File: src/rtl/elevator_if.sv
// elevator_if: command and status signals between the floor-level controller and the car.
interface elevator_if;
  logic       door_open;
  logic [1:0] updown;
  logic       door;
  logic [2:0] floor;
  modport master (output door_open, updown, input door, floor);
  modport slave (input door_open, updown, output door, floor);
endinterface

File: src/rtl/elevator.sv
// elevator: cycle-accurate single car with one floor position counter and one door mechanism.
module elevator #(
  parameter int NUM_FLOORS  = 8,
  parameter int FLOOR_TICKS = 10,
  parameter int DOOR_TICKS  = 5,
  parameter int RESET_FLOOR = 0
) (
  input logic       clk,
  input logic       rst,
  elevator_if.slave bus
);
  typedef enum logic [2:0] {IDLE, MOVING_UP, MOVING_DOWN, DOOR_OPENING, DOOR_OPEN, DOOR_CLOSING} state_t;
  localparam logic [2:0]  TOP       = 3'(NUM_FLOORS - 1);
  localparam logic [2:0]  RST_FLOOR = 3'(RESET_FLOOR);
  localparam logic [15:0] FT_M1     = 16'(FLOOR_TICKS - 1);
  localparam logic [15:0] DT        = 16'(DOOR_TICKS);
  // The edge that accepts a door request already counts as the first opening tick.
  localparam state_t      OPEN_ST   = DOOR_TICKS == 1 ? DOOR_OPEN : DOOR_OPENING;
  localparam logic [15:0] OPEN_T    = DOOR_TICKS == 1 ? 16'd0 : 16'd1;
  state_t      state, state_n;
  logic [15:0] timer, timer_n, close_k;
  logic [2:0]  floor, floor_n;
  logic        door, up_ok, dn_ok, go_up, go_dn;
  assign bus.floor = floor;
  assign bus.door  = door;
  always_ff @(posedge clk) begin
    if (rst) begin
      state <= IDLE;
      timer <= '0;
      floor <= RST_FLOOR;
      door  <= 1'b0;
    end else begin
      state <= state_n;
      timer <= timer_n;
      floor <= floor_n;
      door  <= state_n == DOOR_OPEN;
    end
  end
  // A moving car with timer 0 carries no partial progress, so it may start either way like IDLE.
  always_comb begin
    state_n = state;
    timer_n = timer;
    floor_n = floor;
    up_ok   = bus.updown == 2'b01 && floor != TOP;
    dn_ok   = bus.updown == 2'b10 && floor != 3'd0;
    go_up   = up_ok && !(state == MOVING_DOWN && timer != '0);
    go_dn   = dn_ok && !(state == MOVING_UP && timer != '0);
    close_k = state == DOOR_OPEN ? DT : timer;
    case (state)
      IDLE, MOVING_UP, MOVING_DOWN: begin
        if (bus.door_open) begin
          state_n = OPEN_ST;
          timer_n = OPEN_T;
        end else if ((go_up || go_dn) && timer == FT_M1) begin
          floor_n = go_up ? floor + 3'd1 : floor - 3'd1;
          timer_n = '0;
          state_n = go_up ? (floor_n != TOP ? MOVING_UP : IDLE) : (floor_n != 3'd0 ? MOVING_DOWN : IDLE);
        end else if (go_up || go_dn) begin
          timer_n = timer + 16'd1;
          state_n = go_up ? MOVING_UP : MOVING_DOWN;
        end else begin
          state_n = IDLE;
          timer_n = '0;
        end
      end
      // Closing takes as many edges as were spent opening (full DOOR_TICKS from fully open).
      DOOR_OPENING, DOOR_OPEN: begin
        if (!bus.door_open) begin
          state_n = close_k <= 16'd1 ? IDLE : DOOR_CLOSING;
          timer_n = close_k <= 16'd1 ? '0 : close_k - 16'd2;
        end else if (state == DOOR_OPENING) begin
          state_n = timer == DT - 16'd1 ? DOOR_OPEN : DOOR_OPENING;
          timer_n = timer == DT - 16'd1 ? '0 : timer + 16'd1;
        end
      end
      DOOR_CLOSING: begin
        if (bus.door_open) begin
          state_n = OPEN_ST;
          timer_n = OPEN_T;
        end else begin
          state_n = timer == '0 ? IDLE : DOOR_CLOSING;
          timer_n = timer == '0 ? '0 : timer - 16'd1;
        end
      end
      default: begin
        state_n = IDLE;
        timer_n = '0;
      end
    endcase
  end
endmodule

File: src/flat_wrapper.sv
// flat-port wrapper written by rule: the top's interface ports become plain ports
module elevator_flat 
#(
  parameter int NUM_FLOORS  = 8,
  parameter int FLOOR_TICKS = 10,
  parameter int DOOR_TICKS  = 5,
  parameter int RESET_FLOOR = 0
)
  (clk, rst, bus_door_open, bus_updown, bus_door, bus_floor);
  elevator_if bus_i ();
  input logic clk;
  input logic rst;
  input wire logic [$bits(bus_i.door_open)-1:0] bus_door_open;
  input wire logic [$bits(bus_i.updown)-1:0] bus_updown;
  output wire logic [$bits(bus_i.door)-1:0] bus_door;
  output wire logic [$bits(bus_i.floor)-1:0] bus_floor;
  assign bus_i.door_open = bus_door_open;
  assign bus_i.updown = bus_updown;
  assign bus_door = bus_i.door;
  assign bus_floor = bus_i.floor;
  elevator #(.NUM_FLOORS(NUM_FLOORS), .FLOOR_TICKS(FLOOR_TICKS), .DOOR_TICKS(DOOR_TICKS), .RESET_FLOOR(RESET_FLOOR)) u_core (.clk(clk), .rst(rst), .bus(bus_i));
endmodule
File: config.mk
export PLATFORM = sky130hd
export DESIGN_NAME = elevator_flat
export DESIGN_NICKNAME = d
export VERILOG_FILES = /design/src/rtl/elevator_if.sv /design/src/rtl/elevator.sv /design/src/flat_wrapper.sv
export SDC_FILE = /design/constraint.sdc
export NUM_CORES = 1
export LEC_CHECK = 0
export ABC_AREA = 1
export CORE_AREA = 4 4 75 77
export DETAILED_ROUTE_END_ITERATION = 16
export DIE_AREA = 0 0 79 81
export DONT_BUFFER_PORTS = 1
export GPL_TIMING_DRIVEN = 0
export PLACE_DENSITY = 0.75
export REMOVE_ABC_BUFFERS = 1
export SKIP_CTS_REPAIR_TIMING = 1
export SKIP_LAST_GASP = 1
export SLEW_MARGIN = 30
export SYNTH_ARGS = -nofsm -noshare
export SYNTH_HDL_FRONTEND = slang
export SYNTH_SLANG_ARGS = --single-unit
File: constraint.sdc
create_clock -name clk -period 4.3 [get_ports clk]
set_input_delay 0.43 -clock clk [delete_from_list [all_inputs] [get_ports clk]]
set_output_delay 0.43 -clock clk [all_outputs]
set_load 0.01 [all_outputs]
### Yosys cells after proc, flatten, opt, wreduce, memory -nomap -nowiden

Cells that the tools add are included.

* register bits after elaboration: 23
* input port bits: 5
* output and inout port bits: 4

* add/sub/neg operators: 5
* $lt $le $gt $ge: 1
* equality and inequality tests: 13
* multiplexer cells: 26
* bitwise logic cells: 1
* reductions and logical operators: 18

Operators with widths (number)
* $mux 16: 10
* $pmux 16 s3: 1
* $mux 3: 11
* $add 16x1->16 const B: 1
* $eq 16x3->1 const B: 1
* $eq 16x4->1 const B: 1
* $le 16x1->1 const B: 1
* $logic_not 16->1: 1
* $reduce_bool 16->1: 1
* $sub 16x1->16 const B: 1
* $sub 16x2->16 const B: 1
* $eq 3x3->1 const B: 3
* $pmux 3 s3: 1
* $logic_and 1x1->1: 7
* $eq 3x2->1 const B: 2
* $ne 3x3->1 const B: 2
* $reduce_bool 3->1: 2
* $mux 2: 2
* $add 3x1->3 const B: 1
* $eq 3x1->1 const B: 1
* $logic_not 3->1: 1
* $ne 3x2->1 const B: 1
* $reduce_and 3->1: 1
* $reduce_or 3->1: 1
* 8 further kinds: 9

### Depth between registers and ports, before layout

Gate-level depths: netlist (run 1).

* depth after elaboration: 12
* mapped depth: 16

### Worst setup path after synthesis (run 1)

Ideal clock, no wire load.

* path type: reg2reg
* start: reg u_core.timer[0]
* end: reg u_core.floor[2] (netlist: u_core.bus.floor[2])
* arrival: 2.091 ns
* required time: 4.166 ns
* path slack: 2.076 ns
* stages on the path, launching flop included: 15
* buffers on the path: 0
* period minus slack after synthesis: 2.224 ns
* path through: dfxtp_1 inv_2 ha_1 nand2_1 nor2_2 nand2_4 nand2_2 nand2_4 fa_1 xor2_1 or2_0 nand2_1 nor2_1 a21oi_1 nor2_1

* cells in the longest elaborated chain, start to end: 7

Ends and longest elaborated chain
* start: declaration: line elevator.sv:21 `logic [15:0] timer, timer_n, close_k;`
* start signal: assignment: line elevator.sv:34 `timer <= timer_n;`
* $reduce_bool 16->1: line elevator.sv:46, elevator.sv:47
* $logic_and 1x1->1 (on tied branches): line elevator.sv:46, elevator.sv:47
* $logic_not 1->1 (on tied branches): line elevator.sv:46, elevator.sv:47
* $logic_and 1x1->1 (on tied branches): line elevator.sv:46, elevator.sv:47
* $logic_or 1x1->1: line elevator.sv:54 `end else if ((go_up || go_dn) && timer == FT_M1) begin`
* $logic_and 1x1->1: line elevator.sv:54
* $reduce_and 3->1 (no line)
* end signal: assignment: line elevator.sv:35 `floor <= floor_n;`
* end: declaration: line elevator.sv:22 `logic [2:0] floor, floor_n;`

Parallel ways exist; a longest one is shown, timed or not.
A chain may end at the register's enable or synchronous reset.

### Worst setup path in the final report (run 1)

* start: reg u_core.timer[1]
* end: reg u_core.floor[2] (netlist: u_core.bus.floor[2])

The elaborated chain is that of the path after synthesis.

==> out/qor_table.md, run 1 <==
| Stage | Result | Value |
| --- | --- | --- |
| clocking | Buffers from clock root to sink, at most | 2 |
| clocking | Number of clock sinks | 23 |
| critical path | Setup crit end kind | flop |
| routing | Wire length on met2 | 3.57 mm |
| power | Switching power summed over all nets | 0.000160 W |
| finish | Layout area overhead | 0.0874% |
| critical path | Worst EP required | 4.47 ns |
| run status | Run status | finished clean |
| routing | Met3 wire length | 434 um |
| power | Clock power share | 30.0% |
| timing | Final setup skew | 0.00753 ns |
| yosys | Number of library cell types mapped by synthesis | 39 |
| global route | Total global routing track utilization | 24.6% |
| timing | Post-route minimum period | 2.51 ns |
| routing | Via density per instance | 5.42 |
| timing | Setup-violating endpoint count in the final report | 0 |
| yosys | Fraction of the yosys area taken by sequential cells | 16.1% |
| global route | Antenna violations before repair | 0 |
| placement | Estimated wirelength of the detail-placed design | 5.47 mm |
| timing | Setup Total Neg Slack | 0 ns |
| placement | Cell count after placement | 542 |
| min path | Class of the tightest hold or removal check | primary input to flop |
| yosys | Count of yosys warnings during synthesis | 0 |
| routing | Post-route DRC violation count | 0 |
| routing | Met1 wire length | 3.39 mm |
| clocking | CTS tree | built |
| timing | Final Hold Viols | 0 |
| finish | Design area | 2860 um^2 |
| timing | RSZ-0062 raised after global routing | no |
| power | Sequential power share | 46.4% |
| global route | Global-route wire length before repair | 12.8 mm |
| global route | Largest net degree at the start of global routing | 20 |
| floorplanning | Starting Density | 57.0% |
| critical path | Type of the setup path with the least slack | flop to flop |
| timing | Slew HR | 46.8% |
| power | Internal power summed over all cells | 0.000321 W |
| finish | Leading cell type in the layout, fill and taps excluded | sky130_fd_sc_hd__nand2_1 |
| floorplanning | Std-Cell Core Area | 5010 um^2 |
| power | Leakage power of the design | 1.32 nW |
| routing | Count of vias placed by the detailed router | 2962 |
| timing | Pin slew with the least headroom to its limit | 0.797 ns |
| yosys | Synth Register Bits | 23 |
| finish | FILL cells | 549 |
| finish | Top library cells by usage in the layout, fill and taps aside | 156 x sky130_fd_sc_hd__nand2_1, 48 x sky130_fd_sc_hd__nor2_1, 45 x sky130_fd_sc_hd__nand3_1, 44 x sky130_fd_sc_hd__inv_1, 23 x sky130_fd_sc_hd__dfxtp_1 |
| routing | Routed wire length | 7.51 mm |
| clocking | CTS HTree Levels | 1 |
| power | Part of the total power dissipated in combinational logic | 23.6% |
| clocking | Clock edge transition at the registers on the reported setup and hold paths | 0.09 ns |
| clocking | Root cell of the clock tree | sky130_fd_sc_hd__clkbuf_8 |
| floorplanning | Area of the die | 6400 um^2 |
| finish | Post-Layout Cell Count | 546 |
| finish | Post-layout net count | 491 |
| power | Worst vdd rail ir drop | 0.125 mV |
| yosys | Mean instance size in the synthesized netlist | 5.82 um^2 |
| critical path | Startpoint type of the worst setup path | flop |
| floorplanning | Placement row count | 26 |
| routing | Routed WL per cell | 13.8 um |
| routing | First-iteration detailed-routing DRC count | 248 |
| routing | Count of nets left with antenna violations after detail routing | 0 |
| placement | Dpl cell area | 2820 um^2 |
| power | Fraction of power spent switching nets | 33.3% |
| floorplanning | Die width | 79 um |
| critical path | Data arrival time at the worst-slack endpoint | 2.69 ns |
| global route | Remaining global-route overflow | 0 |
| floorplanning | Top-level port count | 9 |
| placement | Count of port buffers added during placement | 0 |
| finish | Fraction of final layout cells with drive strength greater than 1 | 11.3% |
| job | Max-cap viol count | 0 |
| power | Power per cell area | 168 nW/um^2 |
| yosys | Synthesized instance count | 491 |
| timing | Maximum frequency from static timing analysis | 0.398 GHz |
| placement | Routability congestion estimate | 0.910 |
| critical path | Peak fanout along the critical path | 8 |
| yosys | Post-synthesis instance area | 2860 um^2 |
| clocking | Total clock buffers created by CTS | 3 |
| clocking | Clock latency at the later pin of the worst-skew pair | 0.27 ns |
| global route | Via count of the first global-routing pass | 2699 |
| routing | First-pass iteration count of the detailed router | 6 |
| floorplanning | Y dimension of the die | 81 um |
| routing | Uppermost signal routing layer after detailed routing | met4 |
| timing | Final period utilization | 58.5% |
| timing | Number of max-slew violations in the final report | 0 |
| finish | Number of diodes | 0 |
-- stage by stage --
stage	power (W)	setup slack, ns	utilization [%]	hold WS [ns]
floorplan	0.000317	2.10	-	0.475
global placement	0.000337	1.86	56.2	0.496
detailed placement	0.000339	1.81	56.2	0.496
CTS	0.000487	1.79	57.1	0.198
global route	0.000512	1.57	57.1	0.188
finish	0.000481	1.79	57.1	0.203
-- cells by family after synthesis --
| logic type | count (synthesis) | synth area share [%] |
|---|---|---|
| and+or+nand+nor | 306 | 49.8 |
| buffers and inverters | 77 | 12.2 |
| AOI/OAI and AO/OA | 57 | 11.9 |
| DFF | 23 | 16.1 |
| xor gates and xnor gates | 19 | 5.82 |
| adders and majority gates | 9 | 4.20 |
-- worst max-delay path, stage by stage, from the launching register on --
cell and delay [ns]:
sky130_fd_sc_hd__dfxtp_1 0.38, sky130_fd_sc_hd__inv_1 0.20, sky130_fd_sc_hd__ha_1 0.24, sky130_fd_sc_hd__nand2_1 0.08, sky130_fd_sc_hd__nor2_2 0.15, sky130_fd_sc_hd__nand2_4 0.08
sky130_fd_sc_hd__nand2_2 0.08, sky130_fd_sc_hd__nand2_4 0.09, sky130_fd_sc_hd__fa_1 0.38, sky130_fd_sc_hd__xor2_1 0.18, sky130_fd_sc_hd__or2_0 0.25, sky130_fd_sc_hd__nand2_1 0.08
sky130_fd_sc_hd__nor2_1 0.05, sky130_fd_sc_hd__a21oi_1 0.12, sky130_fd_sc_hd__nor2_1 0.05
-- synth_stat cells (all sizes together) --
library cell | n | area, um^2
nand2 | 168 | 686
nor2 | 63 | 317
inv | 55 | 206
nand3 | 47 | 245
a21oi | 26 | 164
dfxtp | 23 | 460
o21ai | 23 | 119
xor2 | 17 | 149
buf | 16 | 119
nand4 | 16 | 106
ha | 8 | 100
nor3 | 7 | 35.0
clkbuf | 3 | 11.3
clkinv | 3 | 11.3
nand3b | 3 | 22.5
o211ai | 2 | 15.0
o22ai | 2 | 12.5
xnor2 | 2 | 17.5
a21boi | 1 | 7.51
a31oi | 1 | 6.26
fa | 1 | 20.0
nor4 | 1 | 6.26
o21a | 1 | 7.51
o31ai | 1 | 7.51
or2 | 1 | 6.26
-- sequential cells by signal, indices dropped and copies added (netlist names) --
signal / flops
u_core.state: 3
u_core.timer: 16
u_core.bus.floor: 3
u_core.bus.door: 1
-- worst paths after layout --
kind / end / slack, ns / cells past startpoint / start
worst max-delay path: u_core.bus.floor[2] / 1.79 / 14 / u_core.timer[1]
worst min-delay path: u_core.timer[13] / 0.20 / 1 / rst
worst max register to register: u_core.bus.floor[2] / 1.79 / 14 / u_core.timer[1]
worst min register to register: u_core.timer[14] / 0.54 / 2 / u_core.timer[14]
-- power by group through the flow --
| stage | clock network [W] | logic, W | registers, W |
|---|---|---|---|
| after floorplan | 0 | 0.0000911 | 0.000226 |
| after detailed placement | 0 | 0.000112 | 0.000228 |
| after CTS | 0.000152 | 0.000112 | 0.000223 |
| after global routing | 0.000161 | 0.000128 | 0.000224 |
| after global placement | 0 | 0.000109 | 0.000228 |
| final | 0.000144 | 0.000114 | 0.000223 |
-- per-layer routing --
metal	up-vias	GRT usage (%)
li1	1539	-
met1	1332	32.4
met3	8	2.88
met5	-	0
met4	0	5.84
met2	83	43.0
-- area by class of cell --
cell class / count / area [um^2] / area share, %
clock buffers: 4 / 45.0 / 1.57
inverters: 58 / 218 / 7.61
multi-input cells: 391 / 2050 / 71.7
flip-flops and latches: 23 / 460 / 16.1
well taps: 70 / 87.6 / 3.06
Power figures use the tool's default switching activity.
==> inputs of run 2 (changes only) <==
==> constraint.sdc (replaced) <==
create_clock -name clk -period 2.5 [get_ports clk]
set_input_delay 0.25 -clock clk [delete_from_list [all_inputs] [get_ports clk]]
set_output_delay 0.25 -clock clk [all_outputs]
set_load 0.01 [all_outputs]
==> out/qor_table.md, run 2 (synthesized netlist as in run 1, its figures left out) <==
| Stage | Result | Value | vs previous |
| --- | --- | --- | --- |
| run status | Run status | finished clean |  |
| critical path | Worst-case register-to-register setup slack | 0.15 ns | -1.63 ns |
| routing | Via density per instance | 5.47 | +0.91% |
| floorplanning | Die width | 79 um | unchanged |
| critical path | Type of the setup path with the least slack | flop to flop |  |
| finish | Leading cell type in the layout, fill and taps excluded | sky130_fd_sc_hd__nand2_1 |  |
| finish | Fraction of final layout cells with drive strength greater than 1 | 13.4% | +2.0 points |
| global route | Via count of the first global-routing pass | 2699 | unchanged |
| routing | First-pass iteration count of the detailed router | 5 | -1 |
| clocking | Clock edge transition at the registers on the reported setup and hold paths | 0.09 ns | about the same |
| routing | Met3 wire length | 415 um | -4.4% |
| critical path | Reg-to-reg endpoint | u_core.bus.floor[2] |  |
| floorplanning | Starting Density | 57.0% | unchanged |
| critical path | Startpoint type of the worst setup path | flop |  |
| timing | Final Hold Viols | 0 | unchanged |
| critical path | Slowest cell on the critical path | sky130_fd_sc_hd__dfxtp_2 |  |
| finish | Top library cells by usage in the layout, fill and taps aside | 156 x sky130_fd_sc_hd__nand2_1, 48 x sky130_fd_sc_hd__nor2_1, 45 x sky130_fd_sc_hd__nand3_1, 43 x sky130_fd_sc_hd__inv_1, 20 x sky130_fd_sc_hd__o21ai_0 |  |
| timing | Slew HR | 54.1% | +7.4 points |
| global route | Remaining global-route overflow | 0 | unchanged |
| clocking | Total clock buffers created by CTS | 3 | unchanged |
| routing | Wire length on met2 | 3.56 mm | -0.42% |
| critical path | Data arrival time at the worst-slack endpoint | 2.53 ns | -0.16 ns |
| critical path | Worst EP required | 2.68 ns | -1.79 ns |
| min path | Launch instance of the worst min-delay path | rst |  |
| finish | Max reg flops | 16 | unchanged |
| floorplanning | Std-Cell Core Area | 5010 um^2 | unchanged |
| finish | Layout area overhead | 1.66% |  |
| routing | First-iteration detailed-routing DRC count | 334 | +35% |
| routing | Count of nets left with antenna violations after detail routing | 0 | unchanged |
| global route | Total global routing track utilization | 24.6% | unchanged |
| global route | Global-route wire length before repair | 12.8 mm | unchanged |
| placement | Count of port buffers added during placement | 0 | unchanged |
| min path | Cell count of the worst hold path | 1 | unchanged |
| min path | Class of the tightest hold or removal check | primary input to flop |  |
| timing | Maximum frequency from static timing analysis | 0.426 GHz | +7.1% |
| critical path | Biggest cell delay along the critical path | 0.38 ns | about the same |
| placement | Routability congestion estimate | 0.910 | unchanged |
| critical path | Setup crit end kind | flop |  |
| placement | Estimated wirelength of the detail-placed design | 5.47 mm | unchanged |
| routing | Uppermost signal routing layer after detailed routing | met4 |  |
| floorplanning | Area of the die | 6400 um^2 | unchanged |
| clocking | Buffers from clock root to sink, at most | 2 | unchanged |
| clocking | Number of clock sinks | 23 | unchanged |
| critical path | Number of cells traversed by the worst register-to-register path | 14 | unchanged |
| routing | Routed WL per cell | 13.9 um | +0.94% |
| clocking | Root cell of the clock tree | sky130_fd_sc_hd__clkbuf_8 |  |
| critical path | Family with the most delay on the worst path | simple AND/OR/NAND/NOR gates |  |
| finish | Post-layout net count | 493 | +0.41% |
| power | Worst vdd rail ir drop | 0.218 mV | +74% |
| critical path | Peak fanout along the critical path | 8 | unchanged |
| clocking | CTS HTree Levels | 1 | unchanged |
| global route | Antenna violations before repair | 0 | unchanged |
| job | Max-cap viol count | 0 | unchanged |
| global route | Largest net degree at the start of global routing | 20 | unchanged |
| floorplanning | Placement row count | 26 | unchanged |
| floorplanning | Top-level port count | 9 | unchanged |
| timing | Final setup skew | 0.00618 ns | -0.00135 ns |
| timing | Setup-violating endpoint count in the final report | 0 | unchanged |
| critical path | Beginning of the worst register-to-register path | u_core.timer[0] |  |
| power | Leakage power of the design | 1.34 nW | +1.2% |
| routing | Routed wire length | 7.61 mm | +1.3% |
| timing | RSZ-0062 raised after global routing | no |  |
| clocking | CTS tree | built |  |
| critical path | Number of buffer and inverter instances along the worst setup path | 1 | unchanged |
| timing | Number of max-slew violations in the final report | 0 | unchanged |
| routing | Count of vias placed by the detailed router | 3000 | +1.3% |
| finish | Largest register by flop count | u_core.timer |  |
| floorplanning | Y dimension of the die | 81 um | unchanged |
| power | Power per cell area | 288 nW/um^2 | +71% |
| finish | Number of diodes | 0 | unchanged |
| finish | Largest registers | u_core.timer x16, u_core.bus.floor x3, u_core.state x3 |  |
| min path | Worst Hold Endpoint | u_core.timer[8] |  |
| timing | Pin slew with the least headroom to its limit | 0.687 ns | -0.110 ns |
| timing | Post-route minimum period | 2.35 ns | -0.167 ns |
| placement | Cell count after placement | 542 | unchanged |
| finish | Share of the core filled with cells | 58.0% | +0.90 points |
| critical path | Critical Path, Cell by Cell | inv_4 > ha_2 > nand2_1 > nor2_2 > nand2_4 > nand2_2 > nand2_4 > fa_2 > xor2_2 > or2_0 > nand2_1 > nor2_1 > a21oi_1 > nor2_1 |  |
| timing | Final period utilization | 93.9% | +35 points |
| routing | Post-route DRC violation count | 0 | unchanged |
| routing | Met1 wire length | 3.44 mm | +1.3% |
| finish | FILL cells | 540 | -1.6% |
| clocking | Clock latency at the later pin of the worst-skew pair | 0.28 ns | about the same |
| finish | Post-Layout Cell Count | 548 | +0.37% |
-- run 2: routing by layer --
metal,up-vias,global-route usage [%]
met5,-,0
met4,0,5.84
met3,19,2.88
met2,84,43.0
met1,1356,32.4
li1,1541,-
-- run 2: worst max path at each step --
stage	end	slack [ns]	cells after the start	start
after floorplan	u_core.bus.floor[2]	0.30	14	u_core.timer[0]
after global placement	u_core.timer[8]	0.06	6	u_core.state[0]
after detailed placement	u_core.bus.floor[2]	0.007	14	u_core.timer[1]
after CTS	u_core.bus.floor[2]	-0.01	14	u_core.timer[1]
after global routing	u_core.bus.floor[2]	0.003	14	u_core.timer[1]
final	u_core.bus.floor[2]	0.15	14	u_core.timer[0]
-- run 2: power breakdown --
group	switching (W)	leakage [nW]	total [W]	internal, W
clock network	0.000138	0.0228	0.000252	0.000114
registers	0.0000121	0.188	0.000385	0.000372
logic	0.000132	1.12	0.000199	0.0000676
-- run 2: area by class of cell --
| type | count | area, um^2 | share of cell area [%] |
|---|---|---|---|
| Inverter | 58 | 220 | 7.58 |
| Clock buffer | 4 | 45.0 | 1.55 |
| Sequential cell | 23 | 465 | 16.0 |
| Multi-Input combinational cell | 391 | 2070 | 71.3 |
| Tap cell | 70 | 87.6 | 3.01 |
| Timing Repair Buffer | 2 | 15.0 | 0.517 |
-- run 2: worst reg2reg max path, cell delays in order, from the launching register on --
cell                      delay, ns
sky130_fd_sc_hd__dfxtp_2       0.38
sky130_fd_sc_hd__inv_4         0.12
sky130_fd_sc_hd__ha_2          0.21
sky130_fd_sc_hd__nand2_1       0.07
sky130_fd_sc_hd__nor2_2        0.15
sky130_fd_sc_hd__nand2_4       0.08
sky130_fd_sc_hd__nand2_2       0.08
sky130_fd_sc_hd__nand2_4       0.09
sky130_fd_sc_hd__fa_2          0.36
sky130_fd_sc_hd__xor2_2        0.17
sky130_fd_sc_hd__or2_0         0.24
sky130_fd_sc_hd__nand2_1       0.08
sky130_fd_sc_hd__nor2_1        0.05
sky130_fd_sc_hd__a21oi_1       0.12
sky130_fd_sc_hd__nor2_1        0.05
-- run 2: metrics by stage --
stage	hold slack (ns)	total power [W]	worst slack (ns)	setup TNS, ns	area, um^2
after global placement	0.316	0.000580	0.0559	0	2820
after floorplan	0.312	0.000546	0.295	0	2730
after detailed placement	0.316	0.000584	0.00706	0	2820
final	0.0115	0.000836	0.153	0	2910
after global routing	0.00572	0.000887	0.00348	0	2910
after CTS	0.0176	0.000837	-0.0125	-0.0125	2860
